$ cat config.mk
export PLATFORM = sky130hd
export DESIGN_NAME = secded_counter
export DESIGN_NICKNAME = d
export VERILOG_FILES = /design/src/rtl/secded_counter.sv
export SDC_FILE = /design/constraint.sdc
export NUM_CORES = 1
export LEC_CHECK = 0
export CORE_MARGIN = 5
export CORE_UTILIZATION = 30
export CTS_CLUSTER_SIZE = 14
export DETAILED_ROUTE_END_ITERATION = 12
export SLEW_MARGIN = 0
export SYNTH_ARGS = -nofsm -noshare
export SYNTH_HDL_FRONTEND = slang
export SYNTH_SLANG_ARGS = --single-unit
export TNS_END_PERCENT = 50
$ cat constraint.sdc
create_clock -name clk -period 5.4 [get_ports clk]
set_input_delay 0.81 -clock clk [delete_from_list [all_inputs] [get_ports clk]]
set_output_delay 0.81 -clock clk [all_outputs]
set_load 0.02 [all_outputs]
$ cat src/rtl/secded_counter.sv
// secded_counter: up/down counter whose state lives in per-nibble Hamming SEC-DED
// codewords; single-bit upsets are scrubbed in place, double-bit upsets halt the counter.
module secded_counter #(
    parameter  int unsigned WIDTH     = 16,
    parameter  int unsigned ERR_CNT_W = 8,
    localparam int unsigned BLOCKS    = WIDTH / 4,
    localparam int unsigned CHK_W     = 4 * BLOCKS
) (
    input  logic                 clk,
    input  logic                 reset,
    input  logic                 enable,
    input  logic                 up,
    input  logic                 load,
    input  logic [WIDTH-1:0]     load_value,
    input  logic                 inj_valid,
    input  logic [WIDTH-1:0]     inj_data_mask,
    input  logic [CHK_W-1:0]     inj_chk_mask,
    input  logic                 clear_err,
    output logic [WIDTH-1:0]     count,
    output logic                 count_valid,
    output logic                 sec_event,
    output logic [BLOCKS-1:0]    sec_blocks,
    output logic                 ded_event,
    output logic                 ded_sticky,
    output logic [ERR_CNT_W-1:0] corr_count
);

    typedef enum logic [0:0] {
        ST_RUN,
        ST_HALT
    } state_t;

    typedef enum logic [1:0] {
        CHK_HOLD,
        CHK_INJ,
        CHK_ENC
    } chk_sel_t;

    state_t               state_q, state_d;
    logic [WIDTH-1:0]     data_q, data_d, corr_data;
    logic [CHK_W-1:0]     chk_q, chk_d, chk_enc;
    chk_sel_t             chk_sel;
    logic [BLOCKS-1:0]    blk_sec, blk_ded, blk_err;
    logic                 sec_d, ded_d;
    logic [BLOCKS-1:0]    sec_blocks_d;
    logic [ERR_CNT_W-1:0] corr_d;

    function automatic logic [2:0] ham_p(input logic [3:0] d);
        ham_p = {d[0] ^ d[2] ^ d[3], d[0] ^ d[1] ^ d[3], d[0] ^ d[1] ^ d[2]};
    endfunction

    function automatic logic [3:0] encode(input logic [3:0] d);
        logic [2:0] p;
        p      = ham_p(d);
        encode = {^{d, p}, p};
    endfunction

    // Per-block check of the stored codeword, corrected nibble, and re-encode of next data.
    for (genvar i = 0; i < BLOCKS; i++) begin : g_blk
        logic [3:0] d, c, flip;
        logic [2:0] syn;
        logic       ovr;

        assign d   = data_q[4*i +: 4];
        assign c   = chk_q[4*i +: 4];
        assign syn = c[2:0] ^ ham_p(d);
        assign ovr = ^{d, c};

        always_comb begin
            flip = 4'b0000;
            case (syn)
                3'b111:  flip = 4'b0001;
                3'b011:  flip = 4'b0010;
                3'b101:  flip = 4'b0100;
                3'b110:  flip = 4'b1000;
                default: flip = 4'b0000;
            endcase
        end

        assign blk_sec[i]          = ovr;
        assign blk_ded[i]          = !ovr && (syn != 3'b000);
        assign blk_err[i]          = ovr || (syn != 3'b000);
        assign corr_data[4*i +: 4] = ovr ? (d ^ flip) : d;
        assign chk_enc[4*i +: 4]   = encode(data_d[4*i +: 4]);
    end

    // Next-state and datapath control, highest priority first.
    always_comb begin
        state_d      = state_q;
        data_d       = data_q;
        chk_sel      = CHK_HOLD;
        sec_d        = 1'b0;
        sec_blocks_d = '0;
        ded_d        = 1'b0;
        corr_d       = corr_count;
        case (state_q)
            ST_RUN: begin
                if (inj_valid) begin
                    data_d  = data_q ^ inj_data_mask;
                    chk_sel = CHK_INJ;
                end else if (load) begin
                    data_d  = load_value;
                    chk_sel = CHK_ENC;
                end else if (|blk_ded) begin
                    state_d = ST_HALT;
                    ded_d   = 1'b1;
                end else if (|blk_sec) begin
                    data_d       = corr_data;
                    chk_sel      = CHK_ENC;
                    sec_d        = 1'b1;
                    sec_blocks_d = blk_sec;
                    if (corr_count != '1) begin
                        corr_d = corr_count + ERR_CNT_W'(1);
                    end
                end else if (enable) begin
                    data_d  = up ? (data_q + WIDTH'(1)) : (data_q - WIDTH'(1));
                    chk_sel = CHK_ENC;
                end
            end
            ST_HALT: begin
                if (inj_valid) begin
                    data_d  = data_q ^ inj_data_mask;
                    chk_sel = CHK_INJ;
                end else if (load) begin
                    data_d  = load_value;
                    chk_sel = CHK_ENC;
                    state_d = ST_RUN;
                end else if (clear_err) begin
                    chk_sel = CHK_ENC;
                    state_d = ST_RUN;
                end
            end
            default: state_d = ST_RUN;
        endcase
        if (clear_err) begin
            corr_d = '0;
        end
    end

    always_comb begin
        chk_d = chk_q;
        case (chk_sel)
            CHK_INJ: chk_d = chk_q ^ inj_chk_mask;
            CHK_ENC: chk_d = chk_enc;
            default: chk_d = chk_q;
        endcase
    end

    always_ff @(posedge clk or posedge reset) begin
        if (reset) begin
            state_q <= ST_RUN;
        end else begin
            state_q <= state_d;
        end
    end

    always_ff @(posedge clk or posedge reset) begin
        if (reset) begin
            data_q     <= '0;
            chk_q      <= '0;
            sec_event  <= 1'b0;
            sec_blocks <= '0;
            ded_event  <= 1'b0;
            ded_sticky <= 1'b0;
            corr_count <= '0;
        end else begin
            data_q     <= data_d;
            chk_q      <= chk_d;
            sec_event  <= sec_d;
            sec_blocks <= sec_blocks_d;
            ded_event  <= ded_d;
            ded_sticky <= (state_d == ST_HALT);
            corr_count <= corr_d;
        end
    end

    assign count       = data_q;
    assign count_valid = (state_q == ST_RUN) && (blk_err == '0);

endmodule

# [After elaboration in Yosys (flattened, before gate mapping)]
# Cells that the tools add are included.
# W data, S select, Z words.
[word_totals] register_bits=47 inputBits=55 output_inout_bits=32 wordCells=168
[op_classes] n_addsub=3 n_eq_ne=23 muxes=52 bitwise_logic=51 reduce_logical=32
[ops] cell="$mux W16" n=8
[ops] cell="$pmux W16 S2" n=2
[ops] cell="$pmux W4 S4" n=4
[ops] cell="$mux W8" n=7
[ops] cell="$xor A1 B1 Y1" n=40
[ops] cell="$eq A3 B3 Y1 const B" n=12
[ops] cell="$mux W4" n=9
[ops] cell="$reduce_xor A8 Y1" n=4
[ops] cell="$xor A16 B16 Y16" n=2
[ops] cell="$reduce_xor A7 Y1" n=4
[ops] cell="$add A16 B1 Y16 const B" n=1
[ops] cell="$mux W2" n=8
[ops] cell="$sub A16 B1 Y16 const B" n=1
[ops] cell="$xor A4 B4 Y4" n=4
[ops] cell="$eq A3 B2 Y1 const B" n=4
[ops] cell="$mux W1" n=12
[ops] cell="$reduce_bool A3 Y1" n=4
[ops] cell="$xor A3 B3 Y3" n=4
[ops] cell="$add A8 B1 Y8 const B" n=1
[ops] cell="$ne A8 B8 Y1 const B" n=1
[ops] cell="$reduce_or A4 Y1" n=2
[ops] cell="$reduce_and A6 Y1" n=1
[ops] cell="$reduce_bool A2 Y1" n=3
[ops] cell="$logic_and A1 B1 Y1" n=5
[ops] cell="10 further kinds" n=18

# [Logic depth before layout (Yosys ltp)]
# Gate-level depths: netlist (run 1).
[depth] depth_word=16 depth_mapped=18 ltp_nobuf=13

# [Least setup slack after synthesis (run 1)]
# Ideal clock, no wire load.
[synth_timing] path_type="register -> register" start="register data_q[9], in the netlist count[9]" end="register chk_q[5]" setup_ns=0.071 arrival_ns=3.888 required_ns=5.329 slack_ns=1.441 path_stages_with_launch=18 n_path_buf=6 period_less_slack_ns=3.959 cell_sequence="dfrtp_1 -> buf_2 -> xor2_1 -> xnor2_1 -> a222oi_1 -> or3b_1 -> buf_2 -> or2_1 -> buf_6 -> buf_6 -> o311a_1 -> nor2_1 -> ha_1 -> clkbuf_1 -> nand2b_1 -> buf_1 -> or3_1 -> nand4_1"
[synth_via] elab_chain_len=13
[synth_rtl] item="start, declared" line="40" source="logic [WIDTH-1:0] data_q, data_d, corr_data;"
[synth_rtl] item="start signal, assigned" line="167" source="data_q <= data_d;"
[synth_rtl] item="$xor A1 B1 Y1 (2 in series)" line="49" source="ham_p = {d[0] ^ d[2] ^ d[3], d[0] ^ d[1] ^ d[3], d[0] ^ d[1] ^ d[2]};"
[synth_rtl] item="$xor A3 B3 Y3" line="66" source="assign syn = c[2:0] ^ ham_p(d);"
[synth_rtl] item="$reduce_bool A3 Y1" line="81" source="assign blk_ded[i] = !ovr && (syn != 3'b000);"
[synth_rtl] item="$logic_and A1 B1 Y1" line="81"
[synth_rtl] item="$reduce_or A4 Y1" line="104" source="end else if (|blk_ded) begin"
[synth_rtl] item="$mux W16" line="104"
[synth_rtl] item="$mux W16" line="101" source="end else if (load) begin"
[synth_rtl] item="$mux W16" line="98" source="if (inj_valid) begin"
[synth_rtl] item="$pmux W16 S2" line="96" source="case (state_q)"
[synth_rtl] item="$xor A1 B1 Y1 (2 in series)" line="49"
[synth_rtl] item="$pmux W16 S2" line="142" source="case (chk_sel)"
[synth_rtl] item="end signal, assigned" line="168" source="chk_q <= chk_d;"
[synth_rtl] item="end, declared" line="41" source="logic [CHK_W-1:0] chk_q, chk_d, chk_enc;"
# Parallel ways exist; a longest one is shown, timed or not.
# A chain may end at the register's enable or synchronous reset.

# [Final worst setup path (run 1)]
[layout_timing] start="input up" end="register chk_q[10]"
[layout_via] elab_chain_len=10
[layout_rtl] item="start, declared" line="12" source="input logic up,"
[layout_rtl] item="$mux W16 (*)" line="116" source="data_d = up ? (data_q + WIDTH'(1)) : (data_q - WIDTH'(1));"
[layout_rtl] item="$mux W16 (*)" line="115" source="end else if (enable) begin"
[layout_rtl] item="$mux W16 (*)" line="107" source="end else if (|blk_sec) begin"
[layout_rtl] item="$mux W16 (*)" line="104"
[layout_rtl] item="$mux W16 (*)" line="101"
[layout_rtl] item="$mux W16 (*)" line="98"
[layout_rtl] item="$pmux W16 S2 (*)" line="96"
[layout_rtl] item="$xor A1 B1 Y1" line="49"
[layout_rtl] item="$xor A1 B1 Y1 (*)" line="49"
[layout_rtl] item="$pmux W16 S2 (*)" line="142"
# Every way passes the cells marked *; elsewhere a longest branch is shown, timed or not.

==> results of run 1 <==
[worst register-to-register path, stage by stage, from the launching register on]
cell and delay (ns):
dfrtp_1 0.52, xor2_1 0.23, xnor2_1 0.62, xnor2_1 0.27, nand4_1 0.35, nor2_1 0.50, o311a_1 0.21, nor2_1 0.05
ha_1 0.34, buf_4 0.23, or4bb_1 0.50, o21ai_0 0.08, a21oi_1 0.05
[registers in the layout (all words and copies together), names as in the netlist]
name,flops
chk_q,16
count,16
corr_count,8
sec_blocks,4
ded_event,1
ded_sticky,1
sec_event,1
[logic make-up (layout without fill, tap and decap cells)]
logic type      after synthesis  after routing  synth area share
mux                           1              1           0.00211
xor+xnor                     98             98             0.186
compound gates              174            174             0.254
fa+ha+maj                    17             17            0.0464
simple gates                203            203             0.203
buf+inv                      68            129            0.0612
flops                        47             47             0.248
[metal layers]
layer,GRT usage,share of wire,vias to the layer above
li1,-,-,2310
met1,0.226,0.47,2229
met2,0.269,0.46,158
met3,0.0227,0.054,14
met4,0.0353,0.013,0
met5,0,0,-
[through the flow]
stage / area, um2 / setup WS (ns) / std cells / utilization
after global placement: 5740 / 0.748 / 878 / 0.366
after global routing: 5910 / 0.620 / 885 / 0.376
after CTS: 5910 / 0.959 / 885 / 0.376
final: 5910 / 0.939 / 885 / 0.376
after floorplan: 4750 / 1.44 / 608 / -
after detailed placement: 5740 / 0.706 / 878 / 0.366
[worst min path at each step]
stage               slack [ns]       end
finish                    0.54  chk_q[3]
floorplan                 0.50  chk_q[3]
CTS                       0.55  chk_q[3]
global placement          0.52  chk_q[3]
detailed placement        0.53  chk_q[3]
global route              0.57  chk_q[3]
[cell usage after synthesis (all sizes together), types with 6 or more instances]
cell,count,area [um2]
nor2,70,265
xnor2,63,559
a21oi,47,239
dfrtp,47,1180
nand2,44,165
xor2,35,322
o21ai,33,165
inv,30,113
nand3,28,140
clkbuf,20,75.1
buf,18,103
ha,16,200
nor3,15,75.1
o221ai,15,138
and3,10,62.6
a31oi,6,43.8
o21bai,6,45.0
o22ai,6,37.5
[layout make-up]
type,count,area [um2],area share
well taps,216,270,0.0458
inverters,30,113,0.0191
clock buffers,5,125,0.0212
clock inverters,2,37.5,0.00635
flip-flops and latches,47,1180,0.199
repair buffers,92,906,0.153
multi-input cells,493,3280,0.555
==> summary.md, run 1 <==
| Metric | Value |
|---|---|
| Setup TNS | 0 ns |
| Reg-to-Reg Start | count[9] |
| Worst Reg-to-Reg Cells | 12 |
| Min Hold Slack | 0.541 ns |
| CP Depth | 13 |
| Sequential fraction of the synthesis area | 0.248 |
| Post-synth EDFFs | 0 |
| Maximum number of pins on one net before global-route repair | between 40 and 50 |
| CP dominant cell by count | xnor2_1 |
| CTS sink count | 47 |
| Fillers | 1,626 |
| Worst Setup SP | up |
| CTS Buffer Depth | 2 |
| Max_cap viols | 0 |
| Crit-path leading delay family | compound AO/OA/AOI/OAI gates |
| CP Data Arrival Time | 4.61 ns |
| Post-DP HPWL | 11,800 um |
| Number of synthesized register bits | 47 |
| Syn Area/Cell | a little under 8 um2 |
| Yosys cell types | between 70 and 80 |
| Worst path cell trace | clkdlybuf4s50_1 > inv_1 > fa_1 > a211oi_1 > o21ai_0 > a21boi_0 > xnor2_1 > a221o_1 > a221o_1 > o211ai_1 > xnor2_1 > xnor2_1 > o221ai_1 |
| Final Setup Violations | 0 |
| Worst Hold Depth | 1 |
| Commonest non-fill, non-tap cell in the layout | clkdlybuf4s50_1 |
| Commonest cells after routing, fill and taps aside | 86 x clkdlybuf4s50_1, 69 x nor2_1, 62 x xnor2_1, 47 x dfrtp_1, 46 x a21oi_1 |
| CP startpoint kind | input pin |
| # Post-CTS Setup Buffers | 0 |
| Pins Over Slew Limit | 0 |
| Vias in the first global route | 4,355 |
| CTS clk-pin slew, worst paths | 0.06 ns |
| Share of cells above drive strength 1 | 0.0433 |
| Full die area | 18,400 um2 |
| Status | complete, no violations |
| RSZ-0062 raised after global routing | false |
| Critical Path Fanout Max | 15 |
| Final hold vios | 0 |
| Starting DRT DRC Count | 329 |
| Mapped Nets | just under 700 |
| Fmax | 0.224 GHz |
| Routed via count | 4,711 |
| Hold wc startpoint | chk_q[3] |
| Total grt overflow | 0 |
| Initial core utilization | 0.302 |
| Final GP Congestion | 0.897 |
| Synth warnings | 0 |
| Ys async rst share | 1.00 |
| Worst setup path end | chk_q[10] |
| Relative slew margins | 0.316 |
| Final antenna-violating net count | 0 |
| Number of H-tree levels | 2 |
| Fin crit share | 0.826 |
| First-pass GRT wire length | 23,700 um |
| Rows | 46 |
| Vias per cell | between 5 and 6 |
| Worst reg2reg path endpoint | chk_q[7] |
| Setup crit end kind | flop |
| Die Height | 136 um |
| PortBufs | 86 |
| Ant. Diodes | 0 |
| Main synth FF type | dfrtp_1 |
| Drt pass-1 iters | 6 |
| Initial antenna violation count | 0 |
| Hold/Removal Path Class | flop to flop |
| DRT Wirelength | 15,200 um |
| Clock Skews | 0.00612 ns |
| Worst skew pair latency | between 0.2 and 0.3 ns |
| Tmin final | 4.46 ns |
| Crit path kind | input pin to flop |
| CTS resizes | 0 |
| Final net count | 741 |
| CTS tree | built |
| Netlist Area Pre-Place | 4750 um2 |
| Crit path required time | 5.55 ns |
| Slowest cell delay on critical path | 0.56 ns |
| Mapped Cells | about 610 |
| I/O Pins | 87 |
| Slowest CP cell | fa_1 |
| Area growth from synthesis to layout | 24.5% |
| Worst Path Buf+Inv | 2 |
| Root buffer cell | clkbuf_16 |
| Worst Max-Slew Pin Slew | just over 1 ns |
| DRC | 0 |
| CTS Hold Bufs | 0 |
| Chip Width | 136 um |
| Post-DR wirelength/cell | 17.2 um |
| Core region area | ~16,000 um2 |
| CTS Buf Count | 5 |
| Tot GR Track Use | 0.163 |
| Reg2Reg Setup Slack | 1.32 ns |
Power of run 1 is not shown: default switching activity piles up to over one toggle a cycle in this logic, so the estimate is an artifact.
==> run 2, diff against run 1 <==
Clock period 5.4 ns to 4 ns, I/O delays scaled along.
==> run 2 against run 1 <==
  * Routed wire length rose by 3.4%
  * Final area rose by 8.0%
  * Hold slack improved by 0.0099 ns
  * Non-clock buffer count rose by 57
  * Global-route usage rose by 1.0 points
==> summary.md, run 2 (same netlist as run 1, synthesis figures left out) <==
| Metric | Value |
|---|---|
| Status | complete, no violations |
| CP startpoint kind | flop |
| I/O Pins | 87 (unchanged) |
| Maximum number of pins on one net before global-route repair | 34 (-29%) |
| RSZ-0062 raised after global routing | true |
| Net Sw Frac | 0.525 |
| Relative slew margins | 0.599 (+0.282) |
| DRC | 0 (unchanged) |
| Area growth from synthesis to layout | 34.4% |
| Worst skew pair latency | 0.30 ns (about the same) |
| PwrDens | 1070 nW/um2 |
| Internal power | 0.00324 W |
| Die Height | 136 um (unchanged) |
| Final net count | 798 (+7.7%) |
| Core region area | 15,700 um2 (unchanged) |
| Final Setup Violations | 0 (unchanged) |
| Post-layout util | 0.406 (+0.0299) |
| Clock Skews | 0.00569 ns (-0.000423 ns) |
| Max_cap viols | 0 (unchanged) |
| Fmax | 0.264 GHz |
| Fin area | 6380 um2 (+8.0%) |
| Setup crit end kind | primary output |
| Starting DRT DRC Count | 406 (+23%) |
| Pre-CTS setup slack | -0.0381 ns (-0.744 ns) |
| Initial antenna violation count | 0 (unchanged) |
| Routed via count | 4,875 (+3.5%) |
| Vias in the first global route | 4,682 (+7.5%) |
| Crit path kind | flop to primary output |
| Rows | 46 (unchanged) |
| CTS clk-pin slew, worst paths | 0.07 ns (about the same) |
| Fin crit share | 0.947 |
| Comb pwr share | 0.804 |
| Tot GR Track Use | 0.173 (+0.0103) |
| Ant. Diodes | 0 (unchanged) |
| Commonest non-fill, non-tap cell in the layout | clkdlybuf4s50_1 |
| Worst Path Buf+Inv | 2 (unchanged) |
| Post-DP HPWL | 12,500 um (+5.6%) |
| Total grt overflow | 0 (unchanged) |
| NetSw | 0.00359 W |
| Hold/Removal Path Class | flop to flop |
| Critical Path Fanout Max | 8 (-7) |
| Worst Max-Slew Pin Slew | 0.601 ns (-0.424 ns) |
| Final hold vios | 0 (unchanged) |
| Worst setup margin | 0.213 ns (-0.726 ns) |
| Final GP Congestion | 0.898 (about the same) |
| CTS tree | built |
| Vias per cell | 5.17 (-2.9%) |
| Full die area | 18,400 um2 (unchanged) |
| CTS sink count | 47 (unchanged) |
| Worst path cell trace | xnor2_1 > xnor2_1 > xnor2_1 > and4_1 > o21ai_0 > nor4_1 > buf_4 > clkdlybuf4s50_1 |
| Crit-path leading delay family | XOR/XNOR gates |
| # Post-CTS Setup Buffers | 0 (unchanged) |
| Setup TNS | 0 ns (unchanged) |
| CTS Buf Count | 5 (unchanged) |
| Cell leakage power | 2.60 nW |
| Pins Over Slew Limit | 0 (unchanged) |
| Share of cells above drive strength 1 | 0.132 (+0.0887) |
| Sequential Power Share | 0.131 |
| Commonest cells after routing, fill and taps aside | 86 x clkdlybuf4s50_1, 69 x nor2_1, 63 x buf_4, 57 x xnor2_1 |
| CP dominant cell by count | xnor2_1 |
| Root buffer cell | clkbuf_16 |
| Slowest CP cell | clkdlybuf4s50_1 |
| CP Data Arrival Time | 3.19 ns (-1.42 ns) |
| Reg2Reg Setup Slack | 0.33 ns (-0.99 ns) |
| Peak supply drop | 0.559 mV |
| Clock group share of total power | 0.065 |
| First-pass GRT wire length | 25,200 um (+6.1%) |
| PortBufs | 86 (unchanged) |
| Number of H-tree levels | 2 (unchanged) |
| CTS Buffer Depth | 2 (unchanged) |
| Final antenna-violating net count | 0 (unchanged) |
| Initial core utilization | 0.302 (unchanged) |
| Slowest cell delay on critical path | 0.59 ns (+0.03 ns) |
| Tmin final | between 3 and 4 ns |
| Post-DP Area | 6170 um2 (+7.4%) |
| Crit path required time | 3.40 ns (-2.15 ns) |
| DRT Wirelength | 15,700 um (+3.4%) |
| Chip Width | 136 um (unchanged) |
| Post-DR wirelength/cell | 16.7 um (-3.0%) |
| Drt pass-1 iters | 5 (-1) |
[run 2: final timing paths]
| check | startpoint | end | cells after the start |
|---|---|---|---|
| min in group asynchronous | reset | corr_count[5] | 2 |
| hold / removal | chk_q[3] | chk_q[3] | 1 |
| setup / recovery | count[11] | count_valid | 8 |
| hold reg to reg | chk_q[3] | chk_q[3] | 1 |
| setup reg to reg | count[8] | chk_q[5] | 12 |
| max in group asynchronous | reset | count[1] | 3 |
[run 2: layout make-up]
type                       instances  area, um2
clock buffer                       7        143
inverter                          30        113
tap                              216        270
sequential                        47       1180
timing repair buffer             149       1330
fill                            1609       9340
multi-input combinational        493       3330
clock inverter                     1       8.76
[run 2: power by group through the flow]
stage,Combinational (W),Sequential [W],Clock [W]
final,0.00549,0.000895,0.000446
after global routing,0.00599,0.000929,0.000472
after CTS,0.00535,0.000889,0.000456
after detailed placement,0.00531,0.000899,0
after global placement,0.00530,0.000893,0
after floorplan,0.00362,0.000929,0
[run 2: timing repair]
action / 4_1_cts / 5_1_grt
resized for setup: 0 / 13
hold buffers: 0 / 0
endpoints found under the setup margin: 0 / 6
[run 2: metrics by stage]
stage	power (W)	hold slack, ns	cells
final	0.00683	0.551	943
after global routing	0.00739	0.585	943
after CTS	0.00670	0.557	943
after detailed placement	0.00621	0.541	935
after global placement	0.00620	0.530	935
after floorplan	0.00455	0.502	608
[run 2: per-layer routing]
metal,vias to the layer above,wire length [um],GRT usage
met5,-,0,0
met4,0,322,0.0521
met3,20,833,0.0241
met2,144,7130,0.275
met1,2293,7420,0.244
li1,2418,-,-
Power figures use the tool's default switching activity.
==> run 3, diff against run 2 <==
Settings changed: REMOVE_ABC_BUFFERS from default to 1.
==> run 3 against run 2 <==
  * First-iteration DRC count fell by 26%
  * Die area stayed put
  * Combinational power shrank 4.9%
  * Clock power is 15% higher
  * Critical path depth did not move
  * Non-clock buffer count fell by 10
  * Sequential power is 2% lower
  * Flip-flop and latch count did not move
  * Final cell count down 1.1%
  * Utilization decreased by 0.54 points
  * Clock skew rose by 0.00078 ns
  * Largest cell class unchanged
  * Largest power group unchanged
==> summary.md, run 3 (same netlist as run 1, synthesis figures left out) <==
| Metric | Value |
|---|---|
| Fmax | 0.266 GHz (+0.59%) |
| Pre-CTS setup slack | -0.00425 ns (+0.0339 ns) |
| Final antenna-violating net count | 0 (unchanged) |
| Ant. Diodes | 0 (unchanged) |
| Initial core utilization | 0.302 (unchanged) |
| CTS clk-pin slew, worst paths | 0.08 ns (about the same) |
| Starting DRT DRC Count | 302 (-26%) |
| Relative slew margins | 0.316 (-0.283) |
| Number of H-tree levels | 2 (unchanged) |
| Clock Skews | 0.00647 ns (+0.000776 ns) |
| Routed via count | 4,838 (-0.76%) |
| Reg2Reg Setup Slack | 0.34 ns (about the same) |
| Tot GR Track Use | 0.174 (+0.000732) |
| PwrDens | 1050 nW/um2 (-1.9%) |
| Final Setup Violations | 0 (unchanged) |
| Max_cap viols | 0 (unchanged) |
| Drt pass-1 iters | 8 (+3) |
| Final net count | 788 (-1.3%) |
| CTS Buffer Depth | 2 (unchanged) |
| Area of the multi-input gates | 3300 um2 (-0.90%) |
| Peak supply drop | 0.593 mV (+6.1%) |
| Commonest non-fill, non-tap cell in the layout | clkdlybuf4s50_1 |
| Final hold vios | 0 (unchanged) |
| Area growth from synthesis to layout | 32.6% |
| CTS Buf Count | 5 (unchanged) |
| Placed cells | 925 (-1.1%) |
| Worst reg2reg path endpoint | chk_q[0] |
| Hold wc startpoint | chk_q[3] |
| Vias per cell | 5.19 (+0.30%) |
| Share of cells above drive strength 1 | 0.112 (-0.0205) |
| Fillers | 1,634 (+1.6%) |
| Worst Max-Slew Pin Slew | 1.02 ns (+0.424 ns) |
| Rows | 46 (unchanged) |
| Worst setup margin | 0.235 ns (+0.0221 ns) |
| Critical Path Fanout Max | 7 (-1) |
| Worst skew pair latency | 0.30 ns (about the same) |
| Maximum number of pins on one net before global-route repair | 48 (+41%) |
| DRT Wirelength | 15,800 um (+0.57%) |
| Status | complete, no violations |
| PortBufs | 86 (unchanged) |
| Core region area | 15,700 um2 (unchanged) |
| Vias in the first global route | 4,668 (-0.30%) |
| RSZ-0062 raised after global routing | false |
| Pins Over Slew Limit | 0 (unchanged) |
| Post-DR wirelength/cell | 16.9 um (+1.6%) |
| Hold/Removal Path Class | flop to flop |
| Cell leakage power | 2.55 nW (-1.9%) |
| Reg area | 1180 um2 (-0.11%) |
| Crit path required time | 3.40 ns (about the same) |
| Chip Width | 136 um (unchanged) |
| Worst Reg-to-Reg Cells | 13 (+1) |
| Reg-to-Reg Start | count[8] |
| CP startpoint kind | flop |
| Worst Hold Depth | 1 (unchanged) |
| Tmin final | 3.77 ns (-0.0221 ns) |
| Worst hold endpoint | chk_q[3] |
| First-pass GRT wire length | 25,200 um (about the same) |
| Setup crit end kind | primary output |
| CTS sink count | 47 (unchanged) |
| Non-Filler Instances | 933 (-1.1%) |
| Initial antenna violation count | 0 (unchanged) |
| Commonest cells after routing, fill and taps aside | 86 x clkdlybuf4s50_1, 69 x nor2_1, 59 x xnor2_1, 53 x buf_4, 47 x dfrtp_1 |
| I/O Pins | 87 (unchanged) |
| Final GP Congestion | 0.917 (+2.2%) |
| Setup TNS | 0 ns (unchanged) |
| CTS tree | built |
| Die Height | 136 um (unchanged) |
| Full die area | 18,400 um2 (unchanged) |
| CP Data Arrival Time | 3.17 ns (-0.02 ns) |
| Crit path kind | flop to primary output |
| Root buffer cell | clkbuf_16 |
| Fin crit share | 0.941 (-0.00552) |
| Total grt overflow | 0 (unchanged) |
| DRC | 0 (unchanged) |
| Post-DP HPWL | 12,500 um (about the same) |
## run 3: critical path, stage by stage, from the launching register on
cell             delay [ns]
dfrtp_1                0.47
xor2_2                 0.21
xnor2_1                0.48
xnor2_1                0.24
and4_1                 0.38
o21ai_0                0.14
nor4_1                 0.19
buf_4                  0.16
clkdlybuf4s50_1        0.59
## run 3: power by group
group | internal [W] | switching [W]
Clock | 0.000299 | 0.000215
Combinational | 0.00217 | 0.00305
Sequential | 0.000655 | 0.000225
## run 3: cell type report
| type | count | share of cell area |
|---|---|---|
| multi-input combinational | 493 | 0.525 |
| timing repair buffer | 139 | 0.200 |
| clock inverter | 3 | 0.00756 |
| tap | 216 | 0.0430 |
| sequential | 47 | 0.187 |
| clock buffer | 5 | 0.0199 |
| inverter | 30 | 0.0179 |
## run 3: stage by stage
step	hold slack, ns	total power (W)	instance area (um2)	util
after floorplan	0.502	0.00431	4570	-
after global placement	0.533	0.00596	6100	0.388
after detailed placement	0.542	0.00598	6100	0.388
after CTS	0.560	0.00653	6270	0.399
after global routing	0.582	0.00716	6290	0.400
final	0.560	0.00661	6290	0.400
## run 3: worst max-delay path by stage
stage               from           to  slack (ns)  cells past startpoint
2_1_floorplan   count[8]     chk_q[5]       -0.03                     11
3_3_place_gp          up    chk_q[11]        0.03                     14
3_5_place_dp          up    chk_q[13]      -0.004                     15
4_1_cts        count[15]  count_valid        0.26                      8
5_1_grt        count[15]  count_valid       0.009                      8
6_report       count[15]  count_valid        0.23                      8
## run 3: repair_timing
item                                   in CTS  in global routing
buffers inserted                            0                  0
hold buffers                                0                  0
endpoints found under the hold margin       0                  0
setup endpoints to repair                   0                  4
resized for setup                           0                  4
## run 3: metal layers
metal / global-route usage / vias up / wire length, um
met5: 0 / - / 0
met4: 0.0482 / 0 / 262
met3: 0.0241 / 21 / 879
met2: 0.285 / 134 / 7360
met1: 0.240 / 2287 / 7290
li1: - / 2396 / -
